$ cat config.mk
export PLATFORM = sky130hd
export DESIGN_NAME = add_rs_dispatch
export DESIGN_NICKNAME = d
export VERILOG_FILES = /design/src/rtl/add_rs_dispatch.sv
export SDC_FILE = /design/constraint.sdc
export NUM_CORES = 1
export LEC_CHECK = 0
export ABC_AREA = 1
export ABC_CLOCK_PERIOD_IN_PS = 1930
export BUFFER_PORTS_ARGS = -buffer_cell sky130_fd_sc_hd__buf_2
export CAP_MARGIN = 20
export CORE_MARGIN = 2
export CORE_UTILIZATION = 55
export CTS_CLUSTER_DIAMETER = 60
export DETAILED_ROUTE_END_ITERATION = 8
export PLACE_DENSITY_LB_ADDON = 0.05
export SYNTH_ARGS = -nofsm -noshare
export SYNTH_HDL_FRONTEND = slang
export SYNTH_SLANG_ARGS = --single-unit
$ cat constraint.sdc
create_clock -name clk2 -period 1.93 [get_ports clk2]
set_input_delay 0 -clock clk2 [delete_from_list [all_inputs] [get_ports clk2]]
set_output_delay 0 -clock clk2 [all_outputs]
set_load 0.01 [all_outputs]
$ cat src/rtl/add_rs_dispatch.sv
// Add/sub reservation station and single-issue dispatcher for exec unit 2.
// Holds issued ADD/SUB ops until both operands are valid. Snoops the result
// broadcast to wake waiting operands. Sends the lowest-index ready op to the
// exec unit whenever no op is in flight there.
module add_rs_dispatch #(
  parameter int DEPTH = 3,
  parameter int DW    = 8,
  parameter int TW    = 4
) (
  input  logic          clk2,
  input  logic          rst_n,
  input  logic          iss_valid,
  output logic          iss_ready,
  input  logic [3:0]    iss_func,
  input  logic [TW-1:0] iss_rd,
  input  logic [2:0]    iss_rob,
  input  logic          iss_v1,
  input  logic          iss_v2,
  input  logic [TW-1:0] iss_t1,
  input  logic [TW-1:0] iss_t2,
  input  logic [DW-1:0] iss_d1,
  input  logic [DW-1:0] iss_d2,
  input  logic          cdb_valid,
  input  logic [TW-1:0] cdb_tag,
  input  logic [DW-1:0] cdb_data,
  input  logic          ex_done,
  input  logic          flush,
  output logic          ex_b,
  output logic [DW-1:0] rs1_data,
  output logic [DW-1:0] rs2_data,
  output logic [3:0]    func,
  output logic [TW-1:0] rd,
  output logic [2:0]    rob_ind,
  output logic [2:0]    rs_index,
  output logic [2:0]    add_count
);

  typedef struct packed {
    logic          busy;
    logic [3:0]    func;
    logic [TW-1:0] rd;
    logic [2:0]    rob;
    logic          v1;
    logic [TW-1:0] t1;
    logic [DW-1:0] d1;
    logic          v2;
    logic [TW-1:0] t2;
    logic [DW-1:0] d2;
  } entry_t;

  localparam logic [3:0] DEPTH_C = 4'(DEPTH);

  entry_t        ent_q [DEPTH];
  entry_t        ent_d [DEPTH];
  logic          inflight_q, inflight_d;
  logic [2:0]    count_q, count_d;
  logic          ex_b_q, ex_b_d;
  logic [DW-1:0] rs1_q, rs1_d, rs2_q, rs2_d;
  logic [3:0]    func_q, func_d;
  logic [TW-1:0] rd_q, rd_d;
  logic [2:0]    rob_q, rob_d, idx_q, idx_d;

  logic          alloc_found, disp_found;
  logic [2:0]    alloc_idx, disp_idx;
  logic          issue_acc, disp_go;

  // Ready and full are judged on registered state only, so a freshly woken
  // or freshly freed entry is only visible one cycle later.
  assign iss_ready = ({1'b0, count_q} < DEPTH_C);

  // Lowest free entry for allocation and lowest ready entry for dispatch.
  always_comb begin
    alloc_found = 1'b0;
    alloc_idx   = '0;
    disp_found  = 1'b0;
    disp_idx    = '0;
    for (int i = DEPTH - 1; i >= 0; i--) begin
      if (!ent_q[i].busy) begin
        alloc_found = 1'b1;
        alloc_idx   = 3'(i);
      end
      if (ent_q[i].busy && ent_q[i].v1 && ent_q[i].v2) begin
        disp_found = 1'b1;
        disp_idx   = 3'(i);
      end
    end
  end

  // Entry updates (wakeup, dispatch free, issue write, flush) and dispatch capture.
  always_comb begin
    issue_acc  = iss_valid && iss_ready && alloc_found;
    // ex_done frees the exec unit in the same cycle, allowing back-to-back dispatch.
    disp_go    = disp_found && (!inflight_q || ex_done) && !flush;
    ex_b_d     = disp_go;
    rs1_d      = rs1_q;
    rs2_d      = rs2_q;
    func_d     = func_q;
    rd_d       = rd_q;
    rob_d      = rob_q;
    idx_d      = idx_q;
    for (int i = 0; i < DEPTH; i++) begin
      ent_d[i] = ent_q[i];
      if (cdb_valid && ent_q[i].busy) begin
        if (!ent_q[i].v1 && ent_q[i].t1 == cdb_tag) begin
          ent_d[i].v1 = 1'b1;
          ent_d[i].d1 = cdb_data;
        end
        if (!ent_q[i].v2 && ent_q[i].t2 == cdb_tag) begin
          ent_d[i].v2 = 1'b1;
          ent_d[i].d2 = cdb_data;
        end
      end
      if (disp_go && disp_idx == 3'(i)) begin
        ent_d[i].busy = 1'b0;
        rs1_d  = ent_q[i].d1;
        rs2_d  = ent_q[i].d2;
        func_d = ent_q[i].func;
        rd_d   = ent_q[i].rd;
        rob_d  = ent_q[i].rob;
        idx_d  = 3'(i);
      end
      // A just-dispatched entry is still busy in ent_q, so it is never the alloc target.
      if (issue_acc && alloc_idx == 3'(i)) begin
        ent_d[i].busy = 1'b1;
        ent_d[i].func = iss_func;
        ent_d[i].rd   = iss_rd;
        ent_d[i].rob  = iss_rob;
        ent_d[i].t1   = iss_t1;
        ent_d[i].t2   = iss_t2;
        ent_d[i].v1   = iss_v1 || (cdb_valid && iss_t1 == cdb_tag);
        ent_d[i].d1   = iss_v1 ? iss_d1 : cdb_data;
        ent_d[i].v2   = iss_v2 || (cdb_valid && iss_t2 == cdb_tag);
        ent_d[i].d2   = iss_v2 ? iss_d2 : cdb_data;
      end
      if (flush) ent_d[i].busy = 1'b0;
    end
  end

  // Occupancy count and in-flight tracking; flush overrides everything.
  always_comb begin
    count_d    = count_q;
    inflight_d = inflight_q;
    if (flush) begin
      count_d    = '0;
      inflight_d = 1'b0;
    end else begin
      if (issue_acc && !disp_go)      count_d = count_q + 3'd1;
      else if (!issue_acc && disp_go) count_d = count_q - 3'd1;
      if (disp_go)      inflight_d = 1'b1;
      else if (ex_done) inflight_d = 1'b0;
    end
  end

  // State registers with asynchronous reset.
  always_ff @(posedge clk2 or negedge rst_n) begin
    if (!rst_n) begin
      for (int i = 0; i < DEPTH; i++) ent_q[i] <= '0;
      inflight_q <= 1'b0;
      count_q    <= '0;
      ex_b_q     <= 1'b0;
      rs1_q      <= '0;
      rs2_q      <= '0;
      func_q     <= '0;
      rd_q       <= '0;
      rob_q      <= '0;
      idx_q      <= '0;
    end else begin
      for (int i = 0; i < DEPTH; i++) ent_q[i] <= ent_d[i];
      inflight_q <= inflight_d;
      count_q    <= count_d;
      ex_b_q     <= ex_b_d;
      rs1_q      <= rs1_d;
      rs2_q      <= rs2_d;
      func_q     <= func_d;
      rd_q       <= rd_d;
      rob_q      <= rob_d;
      idx_q      <= idx_d;
    end
  end

  assign ex_b      = ex_b_q;
  assign rs1_data  = rs1_q;
  assign rs2_data  = rs2_q;
  assign func      = func_q;
  assign rd        = rd_q;
  assign rob_ind   = rob_q;
  assign rs_index  = idx_q;
  assign add_count = count_q;

endmodule
# --- After elaboration in Yosys (flattened, before gate mapping) ---
# Cells that the tools add are included.
# W data, S select, Z words.
op_classes:
  muxes: 68
  magnitude_cmp: 1
  reduce_logical: 65
  n_addsub: 2
  eq_ne: 12
ops:
  columns: ["op", "n"]
  rows:
  - ["$mux W8", 17]
  - ["$mux W38", 3]
  - ["$mux W3", 13]
  - ["$eq A4 B4 Y1", 8]
  - ["$logic_and A1 B1 Y1", 29]
  - ["$mux W9", 3]
  - ["$mux W1", 24]
  - ["$mux W4", 6]
  - ["$reduce_bool A2 Y1", 9]
  - ["$reduce_bool A3 Y1", 6]
  - ["$reduce_and A2 Y1", 6]
  - ["$logic_not A1 Y1", 10]
  - ["$eq A3 B1 Y1 const B", 2]
  - ["$eq A3 B2 Y1 const B", 2]
  - ["$logic_not A3 Y1", 2]
  - ["$mux W2", 2]
  - ["$add A3 B1 Y3 const B", 1]
  - ["$logic_or A1 B1 Y1", 3]
  - ["$lt A3 B2 Y1 const B", 1]
  - ["$sub A3 B1 Y3 const B", 1]
totals:
  output_inout_bits: 35
  reg_bits: 149
  elab_cells: 187
  inputBits: 55

# --- Logic depth before layout (Yosys ltp) ---
# Gate-level depths: netlist (run 1).
depth:
  word_depth: 11
  ltp_mapped: 10

# --- Worst setup path before layout (run 1) ---
# No wires, ideal clock.
synth_path:
  kind: "register -> register"
  start: "reg ent_q[113] (netlist name)"
  end: "reg count_q[2], in the netlist add_count[2]"
  required_ps: 1813
  slack_ps: 224
  arrival_time_ps: 1588
  path_stages_with_launch: 10
  path_cell_list: "dfrtp_1 -> nand3_1 -> nand3_1 -> nand2_1 -> nand2_1 -> inv_1 -> fa_1 -> nand3b_1 -> nand3_1 -> nand2_1"
synth_between:
  elab_chain_len: 9
synth_lines:
  columns: ["item", "line_no", "text"]
  rows:
  - ["$logic_and A1 B1 Y1 (2 in a row)", "82", "if (ent_q[i].busy && ent_q[i].v1 && ent_q[i].v2) begin"]
  - ["$mux W1", "82", null]
  - ["$logic_and A1 B1 Y1 (2 in a row)", "93", "disp_go = disp_found && (!inflight_q || ex_done) && !flush;"]
  - ["$logic_not A1 Y1", "147", "if (issue_acc && !disp_go) count_d = count_q + 3'd1;"]
  - ["$logic_and A1 B1 Y1", "147", null]
  - ["$mux W3", "147", null]
  - ["$mux W3", "143", "if (flush) begin"]
  - ["end signal: assignment", "170", "count_q <= count_d;"]
  - ["end: declaration", "56", "logic [2:0] count_q, count_d;"]
# Parallel ways exist; a longest one is shown, timed or not.
# A chain may end at the register's enable or synchronous reset.

# --- Worst setup path in the final report (run 1) ---
layout_path:
  start: "reg ent_q[113] (netlist name)"
  end: "reg count_q[2], in the netlist add_count[2]"
layout_between:
  elab_chain_len: 9
layout_lines:
  columns: ["item", "line_no"]
  rows:
  - ["$logic_and A1 B1 Y1 (2 in a row)", "82"]
  - ["$mux W1", "82"]
  - ["$logic_and A1 B1 Y1 (2 in a row)", "93"]
  - ["$logic_not A1 Y1", "147"]
  - ["$logic_and A1 B1 Y1", "147"]
  - ["$mux W3", "147"]
  - ["$mux W3", "143"]
# Parallel ways exist; a longest one is shown, timed or not.

==> results.yml, run 1 <==
status:
  outcome: "finished clean"
setup_path:
  crit_arrival_ns: 2.10
  critPathTopFamily: "simple AND/OR/NAND/NOR gates"
  cp_data_required_time_ns: 2.25
  cp-start-kind: "flip-flop"
  crit_buf_inv: 1
  slowest_stage: "dfrtp_2"
  cp_cell_sequence: "nand3_1 -> nand3_2 -> nand2_2 -> nand2_1 -> inv_1 -> fa_1 -> nand3b_1 -> nand3_1 -> nand2_1"
  crit_path_end_kind: "flip-flop"
  critPathMaxStageDelay_ns: 0.42
  crit_fanout: 6
  critPathKind: "reg2reg"
timing:
  setup_viol_count_final: 0
  worst_pin_slew_ns: 0.5822
  fin_worst_skew_ns: 0.006830
  hold_violations: 0
  rsz0062_at_grt: "false"
  fmax_mhz: 560.9
  drv_slew: 0
  relSlewSlack_pct: 60.78
  fin_crit_ns: 1.783
  whs_ns: 0.02334
  fin_setup_tns_ns: 0
  post-route-period-util_pct: 92.38
synthesis:
  yosys.area.top_type_share_pct: 49.14
  avgSynthCellArea_um2: 7.395
  yosysMostFrequentCell: "nand2_1"
  synth_fa_ha_area_share_pct: 0.2656
  synth_top_family_by_area: "simple AND/OR/NAND/NOR gates"
  yosysTopAreaCell: "dfrtp_1"
  ys.flop_type: "dfrtp_1"
  async_reset_ff_share_pct: 100.0
  ys_top_cells_by_area: "dfrtp_1, nand2_1, nand3_1, o21ai_0, inv_1"
  ys.warnings.count: 0
  synth_xor_xnor_area_share_pct: 0.8135
  synth_commonest_cells: "nand2_1, dfrtp_1, inv_1"
  synth_mux_area_share_pct: 0
  synth_edf_count: 0
  ys_ff_latch: 148
  synth_cell_types: 34
  syn_area_um2: 7536
  synthCells: 1019
  syn_nets: 1075
  yosys.area_share.simple_pct: 30.77
  seq_area_frac_synth_pct: 49.14
  synth_compound_area_share_pct: 10.28
global_routing:
  antenna_found_initial: 0
  gr-usage-all-layers_pct: 29.58
  grt_pass1_vias: 6512
  grt_overflow: 0
  grt_max_degree: 58
  grt_pass1_wl_mm: 33.60
routing:
  drc_errors: 0
  drt_pass1_iterations: 7
  drt-total-wl_mm: 20.57
  first_iter_violations: 763
  antenna_left: 0
  wl_per_cell_um: 15.46
  vias: 7085
  vias_per_cell: 5.327
floorplan:
  fp.dieH_um: 121.1
  std_cell_rows: 42
  core_area_um2: 13300
  die_x_um: 121.1
  fp.dieArea_um2: 14650
  ioPinCount: 90
  initial_core_util_pct: 56.68
final_layout:
  drive_gt1_share_pct: 14.38
  antennaDiodeCount: 0
  nets: 1198
  area_delta_synth_final_pct: 22.26
  final_cell_count_no_fill: 1330
cts:
  clockBufferDepth: 2
  root_buffer: "clkbuf_16"
  clk_latency_ns: 0.43
  cts_buffers: 17
  cts_tree: "yes"
  h-tree-depth: 4
  postCtsSetupBuffers: 0
  clk_pin_slew_ns: 0.06
  clkSinkCount: 148
place:
  dp_cells: 1261
  dp_hpwl_mm: 13.85
  port_buffers: 88
  place_congestion: 0.8633
hold_path:
  worstHoldPathType: "in2reg"
pwr:
  ir_worst_vdd_mv: 0.7912
  pwr_density_cell_nw_per_um2: 1392
  total_leakage_power_uw: 0.004990
job:
  maxCapViolCount: 0
## registers in the layout (all words and copies together) (netlist names)
| signal | flops |
|---|---|
| rob_ind | 3 |
| ent_q | 114 |
| inflight_q | 1 |
| rs2_data | 8 |
| rs_index | 2 |
| rd | 4 |
| rs1_data | 8 |
| ex_b | 1 |
| add_count | 3 |
| func | 4 |
## cell type report
type,instances,area [µm²]
sequential,148,3705
multi-input combinational,716,3191
clock inverter,9,175.2
clock buffer,22,474.2
tap,176,220.2
fill,1122,4081
inverter,107,401.6
timing repair buffer,152,1047
## power by group
part	switching [µW]	leakage (µW)	total (µW)	internal, µW
clock	1250	0.000312	3640	2380
sequential	781	0.00179	5300	4520
combinational	2360	0.00289	3880	1530
total	4390	0.00499	12800	8440
## placed cells by master, fill, tap and decap left out, drive strengths merged, types with 2 or more instances in the layout
cell,Yosys,final
inv,106,106
nand2,424,424
nand3,93,93
dlygate4sd3,0,38
o21ai,90,90
o211ai,8,8
clkbuf,19,22
o22ai,11,11
xor2,2,2
dfrtp,148,148
clkinv,1,3
nor2,29,29
xnor2,5,5
nand4,2,2
bufinv,0,5
buf,29,114
a21oi,36,36
nor3,2,2
clkinvlp,0,2
nand3b,8,8
## routing by layer
layer  routed length (µm)  GRT usage, %
met2                 8965         42.84
met3                 1499         5.310
met5                    0             0
met4                  320         9.738
met1                 9781         44.96
## worst paths after layout
| check | startpoint | end | slack, ns | cells past startpoint |
|---|---|---|---|---|
| worst max-delay path | ent_q[113] | add_count[2] | 0.15 | 9 |
| worst min-delay path | iss_d2[7] | ent_q[83] | 0.02 | 5 |
| worst max register to register | ent_q[113] | add_count[2] | 0.15 | 9 |
| worst min register to register | rs2_data[1] | rs2_data[1] | 0.47 | 2 |
| max in group asynchronous | rst_n | rs2_data[3] | 1.12 | 3 |
| min in group asynchronous | rst_n | ent_q[9] | 0.09 | 2 |
## metrics by stage
stage          instance area, µm²  utilization, %  setup slack [ns]  total power (µW)
2_1_floorplan                7536               -            0.2243              7786
3_3_place_gp                 8178           61.51            0.1694              8997
3_5_place_dp                 8178           61.51           0.08550              9117
4_1_cts                      9208           69.25           0.07388             12840
5_1_grt                      9214           69.30          0.002773             13710
6_report                     9214           69.30            0.1470             12820
## worst min-delay path, cell delays in order
cell,delay [ns]
buf_2,0.07
nand2_1,0.05
o21ai_0,0.14
nand2_1,0.07
nand3_1,0.08
## kinds of logic after synthesis
group / after synthesis
flip-flops: 148
AO/OA/AOI/OAI: 147
buffers and inverters: 155
adder cells (fa/ha/maj): 1
XOR/XNOR: 7
AND/OR/NAND/NOR: 560
other: 1
## what timing repair did
action	in CTS	in global routing
endpoints found under the hold margin	206	0
gates resized for setup	0	2
setup endpoints to repair	0	3
hold buffers	38	0
Power figures use the tool's default switching activity.
==> run 2, diff against run 1 <==
- PLACE_DENSITY_LB_ADDON: 0.05 -> 0.12
==> results.yml, run 2 (synthesis results as in run 1) <==
cts:
  clk_latency_ns: 0.42
  postCtsSetupBuffers: 0
  clockBufferDepth: 2
  clkSinkCount: 148
  cts_buffers: 17
  h-tree-depth: 4
  clk_pin_slew_ns: 0.06
  root_buffer: "clkbuf_16"
  cts_tree: "yes"
hold_path:
  whs_endpoint: "ent_q[81]"
  worstHoldPathType: "in2reg"
  min-delay-start: "iss_d2[5]"
  whs_path_depth: 5
setup_path:
  rrSetupSlack_ns: 0.20
  cp_data_required_time_ns: 2.24
  cp_cell_sequence: "nand3_2 -> nand3_2 -> nand2_2 -> nand2_1 -> inv_1 -> fa_1 -> nand3b_1 -> nand3_1 -> nand2_1"
  crit_arrival_ns: 2.04
  crit_path_end_kind: "flip-flop"
  critPathMaxStageDelay_ns: 0.42
  r2r-start: "ent_q[37]"
  rr_worst_depth: 9
  slowest_stage: "dfrtp_1"
  critPathKind: "reg2reg"
  crit_fanout: 5
  r2r-end: "add_count[2]"
  cp-start-kind: "flip-flop"
place:
  pre_cts_ws_ns: 0.07343
  port_buffers: 88
  dp_hpwl_mm: 13.33
  place_congestion: 0.8901
routing:
  drt-total-wl_mm: 19.99
  antenna_left: 0
  first_iter_violations: 634
  vias: 6995
  wl_per_cell_um: 15.13
  drc_errors: 0
  drt_pass1_iterations: 6
  vias_per_cell: 5.295
final_layout:
  largest_reg_flops: 114
  drive_gt1_share_pct: 14.15
  final_core_util_pct: 68.47
  antennaDiodeCount: 0
  final_common_cell: "nand2_1"
  final_cell_mix: "nand2_1, dfrtp_1, inv_1"
  nets: 1188
  regMostFlops: "ent_q"
  fill_cells: 1128
  area_delta_synth_final_pct: 20.80
floorplan:
  std_cell_rows: 42
  core_area_um2: 13300
  initial_core_util_pct: 56.68
  fp.dieH_um: 121.1
  fp.dieArea_um2: 14650
  ioPinCount: 90
  die_x_um: 121.1
global_routing:
  gr-usage-all-layers_pct: 29.21
  grt_max_degree: 58
  grt_overflow: 0
  grt_pass1_vias: 6624
  grt_pass1_wl_mm: 33.52
  antenna_found_initial: 0
timing:
  worst_pin_slew_ns: 0.5995
  relSlewSlack_pct: 60.03
  fin_worst_skew_ns: 0.004313
  fmax_mhz: 579.1
  rsz0062_at_grt: "false"
  drv_slew: 0
  setup_viol_count_final: 0
  post-route-period-util_pct: 89.48
  worst_slack_ns: 0.2031
  hold_violations: 0
  fin_crit_ns: 1.727
  fin_setup_tns_ns: 0
pwr:
  total_leakage_power_uw: 0.004929
  power_frac_clock_pct: 26.2
  power_frac_comb_pct: 30.8
  switching_share_pct: 35.30
  switching_power_uw: 4375
  ir_worst_vdd_mv: 0.6693
  pwr_density_cell_nw_per_um2: 1361
  internal_power_uw: 8018
  seq_power_share_pct: 43.1
job:
  maxCapViolCount: 0
status:
  outcome: "finished clean"
==> run 2: cell count changes in the layout (fill, tap and decap cells not counted), sizes merged <==
| cell | previous run | this run |
|---|---|---|
| buf | 114 | 105 |
| bufinv | 5 | 2 |
| clkbuf | 22 | 21 |
| clkinv | 3 | 9 |
| clkinvlp | 2 | 1 |
| dlygate4sd3 | 38 | 37 |
==> run 2: power groups by stage <==
stage / Clock, µW / Sequential, µW / Combinational, µW
4_1_cts: 3280 / 5300 / 3810
3_5_place_dp: 0 / 5340 / 3710
2_1_floorplan: 0 / 5260 / 2530
6_report: 3240 / 5340 / 3810
5_1_grt: 3410 / 5490 / 4400
3_3_place_gp: 0 / 5300 / 3630
==> run 2: routing by layer <==
| metal | wire, µm | GRT usage, % | up-vias |
|---|---|---|---|
| met4 | 322 | 9.157 | 0 |
| met1 | 9656 | 44.04 | 3254 |
| met3 | 1407 | 5.686 | 29 |
| met5 | 0 | 0 | - |
| li1 | - | - | 3447 |
| met2 | 8601 | 42.63 | 265 |
==> run 2: critical path: cells and delay by family, from the launching register on <==
kind                       cells  cell delay (ns)
DFF                            1             0.42
buffers and inverters          1             0.07
and+or+nand+nor                7             0.76
adders and majority gates      1             0.37
==> run 2: area by class of cell <==
type / instances / area, µm² / area share, %
clock buffers: 21 / 470.5 / 5.168
clock inverters: 11 / 107.6 / 1.182
inverters: 107 / 404.1 / 4.439
multi-input cells: 716 / 3201 / 35.16
flip-flops and latches: 148 / 3706 / 40.71
well taps: 176 / 220.2 / 2.419
repair buffers: 142 / 994.7 / 10.93
==> run 2: worst max-delay path by stage <==
stage                 startpoint            to  cells past startpoint
CTS                 add_count[2]     ent_q[53]                      7
detailed placement  add_count[2]     ent_q[53]                      7
global route           ent_q[37]  add_count[1]                      9
global placement    add_count[2]     ent_q[54]                      7
floorplan             ent_q[113]  add_count[2]                      9
finish                 ent_q[37]  add_count[2]                      9
==> run 2: timing repair <==
item                       in CTS  in global routing
hold endpoints to repair      242                  0
hold buffers                   37                  0
setup endpoints to repair       0                 13
gates resized for setup         0                  7
==> run 2: stage by stage <==
step                      hold slack, ns  area [µm²]  std cells  power (µW)
after floorplan                  -0.2956        7536       1019        7786
after global placement          -0.06032        8135       1252        8931
after detailed placement        -0.05829        8135       1252        9051
after CTS                        0.01072        9084       1321       12400
after global routing             0.03774        9104       1321       13310
final                            0.03075        9104       1321       12390
